==> src/rtl/stream_scaler.sv <==
// +--------------------------------------------------------------------------+
// | Module      : stream_scaler                                              |
// | Description : Avalon-ST multiply / round / shift / saturate pipeline     |
// |               with a CSR slave for coefficient, shift and statistics.    |
// | Revision    : 1.0 - initial release                                      |
// +--------------------------------------------------------------------------+
`default_nettype none

module stream_scaler #(
  parameter int DATA_W     = 32,
  parameter int NUM_STAGES = 3
) (
  input  logic              clk,
  input  logic              reset,
  // CSR slave
  input  logic [2:0]        avs_address,
  input  logic              avs_write,
  input  logic [31:0]       avs_writedata,
  input  logic              avs_read,
  output logic [31:0]       avs_readdata,
  // Avalon-ST sink
  input  logic              asi_valid,
  input  logic [DATA_W-1:0] asi_data,
  output logic              asi_ready,
  // Avalon-ST source
  output logic              aso_valid,
  output logic [DATA_W-1:0] aso_data,
  input  logic              aso_ready
);

  localparam int PW = 2 * DATA_W;
  localparam logic [PW:0] RND_ONE = {{PW{1'b0}}, 1'b1};

  // CSR state
  logic [DATA_W-1:0] coeff_q;
  logic [5:0]        shift_q;
  logic [2:0]        ctrl_q;
  logic [31:0]       beat_cnt_q;
  logic [15:0]       sat_cnt_q;
  logic [31:0]       readdata_q;
  logic [31:0]       readdata_d;
  logic              csr_clr;
  logic              out_fire;

  // Pipeline state
  logic              stage_en [0:NUM_STAGES];
  logic              valid_q  [0:NUM_STAGES-1];
  logic [PW-1:0]     prod0_q;
  logic [5:0]        shift0_q;
  logic [2:0]        ctrl0_q;
  logic [PW:0]       res1_q;
  logic              sat_en1_q;
  logic              bypass1_q;
  logic [DATA_W-1:0] data_q   [2:NUM_STAGES-1];
  logic              sat_q    [2:NUM_STAGES-1];

  // Next-state values for the arithmetic stages
  logic [PW-1:0]     prod0_d;
  logic [PW:0]       round1_d;
  logic [PW:0]       res1_d;
  logic              ovf2_d;
  logic              sat2_d;
  logic [DATA_W-1:0] data2_d;

  // A stage may load when it is empty or when its content moves on this cycle
  assign stage_en[NUM_STAGES] = aso_ready;
  generate
    for (genvar i = 0; i < NUM_STAGES; i++) begin : g_enable
      assign stage_en[i] = !valid_q[i] || stage_en[i+1];
    end
  endgenerate

  assign asi_ready    = stage_en[0];
  assign aso_valid    = valid_q[NUM_STAGES-1];
  assign aso_data     = data_q[NUM_STAGES-1];
  assign avs_readdata = readdata_q;
  assign out_fire     = aso_valid && aso_ready;
  assign csr_clr      = avs_write && (avs_address == 3'd2) && avs_writedata[3];

  always_comb begin
    prod0_d  = '0;
    round1_d = '0;
    res1_d   = '0;
    if (ctrl_q[0]) begin
      prod0_d[DATA_W-1:0] = asi_data;
    end else begin
      prod0_d = {{DATA_W{1'b0}}, asi_data} * {{DATA_W{1'b0}}, coeff_q};
    end
    if (ctrl0_q[2] && (shift0_q != 6'd0)) begin
      round1_d = RND_ONE << (shift0_q - 6'd1);
    end
    if (ctrl0_q[0]) begin
      res1_d = {1'b0, prod0_q};
    end else begin
      res1_d = ({1'b0, prod0_q} + round1_d) >> shift0_q;
    end
    ovf2_d  = !bypass1_q && (|res1_q[PW:DATA_W]);
    sat2_d  = ovf2_d && sat_en1_q;
    data2_d = sat2_d ? {DATA_W{1'b1}} : res1_q[DATA_W-1:0];
  end

  always_ff @(posedge clk or posedge reset) begin
    if (reset) begin
      for (int i = 0; i < NUM_STAGES; i++) begin
        valid_q[i] <= 1'b0;
      end
      prod0_q   <= '0;
      shift0_q  <= '0;
      ctrl0_q   <= '0;
      res1_q    <= '0;
      sat_en1_q <= 1'b0;
      bypass1_q <= 1'b0;
      for (int i = 2; i < NUM_STAGES; i++) begin
        data_q[i] <= '0;
        sat_q[i]  <= 1'b0;
      end
    end else begin
      if (stage_en[0]) begin
        valid_q[0] <= asi_valid;
      end
      for (int i = 1; i < NUM_STAGES; i++) begin
        if (stage_en[i]) begin
          valid_q[i] <= valid_q[i-1];
        end
      end
      // CSR snapshot travels with the beat so later writes never touch it
      if (stage_en[0] && asi_valid) begin
        prod0_q  <= prod0_d;
        shift0_q <= shift_q;
        ctrl0_q  <= ctrl_q;
      end
      if (stage_en[1] && valid_q[0]) begin
        res1_q    <= res1_d;
        sat_en1_q <= ctrl0_q[1];
        bypass1_q <= ctrl0_q[0];
      end
      if (stage_en[2] && valid_q[1]) begin
        data_q[2] <= data2_d;
        sat_q[2]  <= sat2_d;
      end
      for (int i = 3; i < NUM_STAGES; i++) begin
        if (stage_en[i] && valid_q[i-1]) begin
          data_q[i] <= data_q[i-1];
          sat_q[i]  <= sat_q[i-1];
        end
      end
    end
  end

  always_comb begin
    readdata_d = '0;
    case (avs_address)
      3'd0:    readdata_d[DATA_W-1:0] = coeff_q;
      3'd1:    readdata_d[5:0]        = shift_q;
      3'd2:    readdata_d[2:0]        = ctrl_q;
      3'd3:    readdata_d             = beat_cnt_q;
      3'd4:    readdata_d[15:0]       = sat_cnt_q;
      default: readdata_d             = '0;
    endcase
  end

  always_ff @(posedge clk or posedge reset) begin
    if (reset) begin
      coeff_q    <= {{(DATA_W-1){1'b0}}, 1'b1};
      shift_q    <= '0;
      ctrl_q     <= '0;
      beat_cnt_q <= '0;
      sat_cnt_q  <= '0;
      readdata_q <= '0;
    end else begin
      if (avs_write) begin
        case (avs_address)
          3'd0:    coeff_q <= avs_writedata[DATA_W-1:0];
          3'd1:    shift_q <= avs_writedata[5:0];
          3'd2:    ctrl_q  <= avs_writedata[2:0];
          default: ;
        endcase
      end
      // Clear has priority over a coincident increment
      if (csr_clr) begin
        beat_cnt_q <= '0;
        sat_cnt_q  <= '0;
      end else begin
        if (out_fire) begin
          beat_cnt_q <= beat_cnt_q + 32'd1;
        end
        if (out_fire && sat_q[NUM_STAGES-1] && (sat_cnt_q != 16'hFFFF)) begin
          sat_cnt_q <= sat_cnt_q + 16'd1;
        end
      end
      if (avs_read) begin
        readdata_q <= readdata_d;
      end
    end
  end

endmodule

`default_nettype wire

==> config.mk <==
export PLATFORM = sky130hd
export DESIGN_NAME = stream_scaler
export DESIGN_NICKNAME = d
export VERILOG_FILES = /design/src/rtl/stream_scaler.sv
export SDC_FILE = /design/constraint.sdc
export NUM_CORES = 2
export LEC_CHECK = 0
export BUFFER_PORTS_ARGS = -buffer_cell sky130_fd_sc_hd__buf_2
export CORE_AREA = 3 3 310 312
export CTS_CLUSTER_SIZE = 24
export DETAILED_ROUTE_END_ITERATION = 12
export DIE_AREA = 0 0 313 315
export GPL_ROUTABILITY_DRIVEN = 0
export MAX_ROUTING_LAYER = met4
export PLACE_DENSITY_LB_ADDON = 0.1
export SETUP_SLACK_MARGIN = 0.15
export SYNTH_ARGS = -nofsm -noshare
export SYNTH_HDL_FRONTEND = slang
export SYNTH_SLANG_ARGS = --single-unit
==> constraint.sdc <==
create_clock -name clk -period 11.7 [get_ports clk]
set_input_delay 2.34 -clock clk [delete_from_list [all_inputs] [get_ports clk]]
set_output_delay 2.34 -clock clk [all_outputs]
set_load 0.02 [all_outputs]
==> results.cfg <==
[worst_setup_path]
r2r_end = res1_q[0]
rr_worst_depth = 21
critical_path_arrival_ps = 10790
r2r-start = shift0_q[0]
cpPeakStageDelay_ps = 690
cp-end-kind = flop
cp_data_required_time_ps = 12160
crit_fanout = 33
rrSetupSlack_ps = 2200
path_class = primary input to flop
startpoint_type = primary input
slowest_stage = buf_2
cpMostUsedCell = fa_1

[route]
vias_per_cell = 6.36
drc = 0
ant_nets = 0
drt_iter0_markers = 5507
first_pass_iters = 12
vias = 48456
avgRoutedWirePerCell_um = 24.3
wl_um = 185000

[clocking]
cts_hold_buf = 0
post_cts.repair.setup_buffers = 0
h-tree-depth = 2
insertion_delay_ps = 570
cts_resized = 0
numCtsBuffers = 34
clock-root-buffer = clkbuf_16
clock-sinks = 297
cts_tree = done
clk_pin_slew_ps = 60
cts_max_path_buffers = 3

[logic_synthesis]
synth_top_flop_cell = dfrtp_1
yosysWarnings = 0
synth_most_common_cell = inv_1
ys_types = 102
yosysSeqAreaShare = 0.132
synthTopCellsByArea = fa_1 32%, dfrtp_1 13%, ha_1 7.4%, and2_1 6.8%, inv_1 6.0%
synth-seq-cells = 297
yosysTopAreaCellShare = 0.320
yosysTopAreaCell = fa_1
synth.avg_cell_area_um2 = 8.64
syn_inst = 6500
async_reset_ff_frac = 1.00
synthTopCellsByCount = 904 x inv_1, 897 x fa_1, 814 x nand2_1
synth.net_count = 7801
synth-edff-count = 0
netlist_area_um2 = 56100

[floorplan]
row_count = 112
die_w_um = 313
die_height_um = 315
core_um2 = 93300
io_pins = 139
start_util = 0.601
die_area_um2 = 98600

[global_route]
grt_pass1_vias = 48871
grt_first_pass_wirelength_um = 286000
track_usage = 0.387
grt_antenna_before_repair = 10
met1_usage = 0.492
grt_use_met2 = 0.595
top_usage_layer = met2
overflow = 0
grt_max_degree = 165
met3_usage = 0.0820

[sta]
final.min_clock_period_ps = 10340
whs_ps = 480
tns_ps = 0
setup_viol = 0
skew_ps = 14.5
worst_slew_pin_slew_ps = 1340
slew_viol_final = 0
timing.fmax_ghz = 0.0968
period_share = 0.883
rsz0062_at_grt = false
worst_slew_margin_rel = 0.108
hold_viol_final = 0

[placement]
dpl.hpwl_um = 143000
io_buffers = 138
placed_area_um2 = 57300

[outcome]
status = completed

[layout]
final_util = 0.627
layout-drive-gt1-share = 0.0665
fillers = 8281
area_growth_pct = 4.30
final_area_um2 = 58500
final_nets = 7624

[hold_path]
hold_path_end = sat_en1_q
min_path_cells = 2
holdCritStartpoint = ctrl0_q[1]
hp-class = flop to flop

[run]
max_cap_violations = 0
## layout make-up
type,instances,area (um2),share of cell area
Multi-Input combinational cell,4879,43700,0.746
Sequential cell,297,7450,0.127
Inverter,906,3410,0.0582
Tap cell,1254,1570,0.0268
Timing Repair Buffer,205,1200,0.0206
Clock buffer,42,901,0.0154
Clock inverter,19,299,0.00511
Antenna cell,13,32.5,0.000556
## logic make-up (layout without fill, tap and decap cells)
group           count (synthesis)  after routing  synth area share
compound gates               1071           1071             0.127
xor+xnor                      131            131            0.0204
fa+ha+maj                    1228           1228             0.394
buf+inv                      1324           1172            0.0897
flops                         297            297             0.132
mux                           188            188            0.0387
other cells                     0             13                 0
simple gates                 2261           2261             0.198
## per-stage QoR
step / setup WS (ps) / std cells
final: 1360 / 7615
after global routing: 981 / 7610
after CTS: 1400 / 7601
after detailed placement: 830 / 7540
after global placement: 821 / 7540
after floorplan: 1160 / 6500
## registers in the layout, indices dropped and copies added, names as in the netlist
register	flops
sat_q	1
coeff_q	32
sat_cnt_q	16
aso_data	32
bypass1_q	1
prod0_q	64
beat_cnt_q	32
sat_en1_q	1
ctrl0_q	3
res1_q	65
avs_readdata	32
aso_valid	1
ctrl_q	3
valid_q	2
shift_q	6
shift0_q	6
## placed cells by master (no fill, tap or decap), types with 92 or more instances in the layout
master	synthesis	routed
a21oi_1	307	307
and2_1	614	615
buf_2	19	138
dfrtp_1	296	286
fa_1	897	897
ha_1	331	331
inv_1	904	901
mux2i_1	92	92
nand2_1	814	812
nand3_1	113	113
nor2_1	347	346
o21ai_0	205	205
## worst max-delay path: cells and delay by family
| family | cells | cell delay, ps |
|---|---|---|
| buf+inv | 3 | 800 |
| fa+ha+maj | 9 | 4470 |
| simple gates | 5 | 1020 |
| compound gates | 7 | 2030 |
| xor+xnor | 1 | 90 |
## worst max-delay path by stage
stage	depth (start not counted)	endpoint	start
after floorplan	1	aso_data[0]	reset
after global placement	27	prod0_q[57]	asi_data[12]
after detailed placement	27	prod0_q[59]	asi_data[16]
after CTS	27	prod0_q[59]	asi_data[12]
after global routing	27	prod0_q[57]	asi_data[16]
final	25	prod0_q[60]	asi_data[17]
## per-layer routing
metal	routed length (um)	vias up	part of all wire
met5	0	-	0
met4	11200	0	0.060
met3	19800	726	0.11
met2	83700	2840	0.45
met1	70100	24118	0.38
li1	-	20772	-
Power is left out: the tool's default activity adds up to more than one toggle a clock period on the data nets, which glitch-free logic cannot reach.
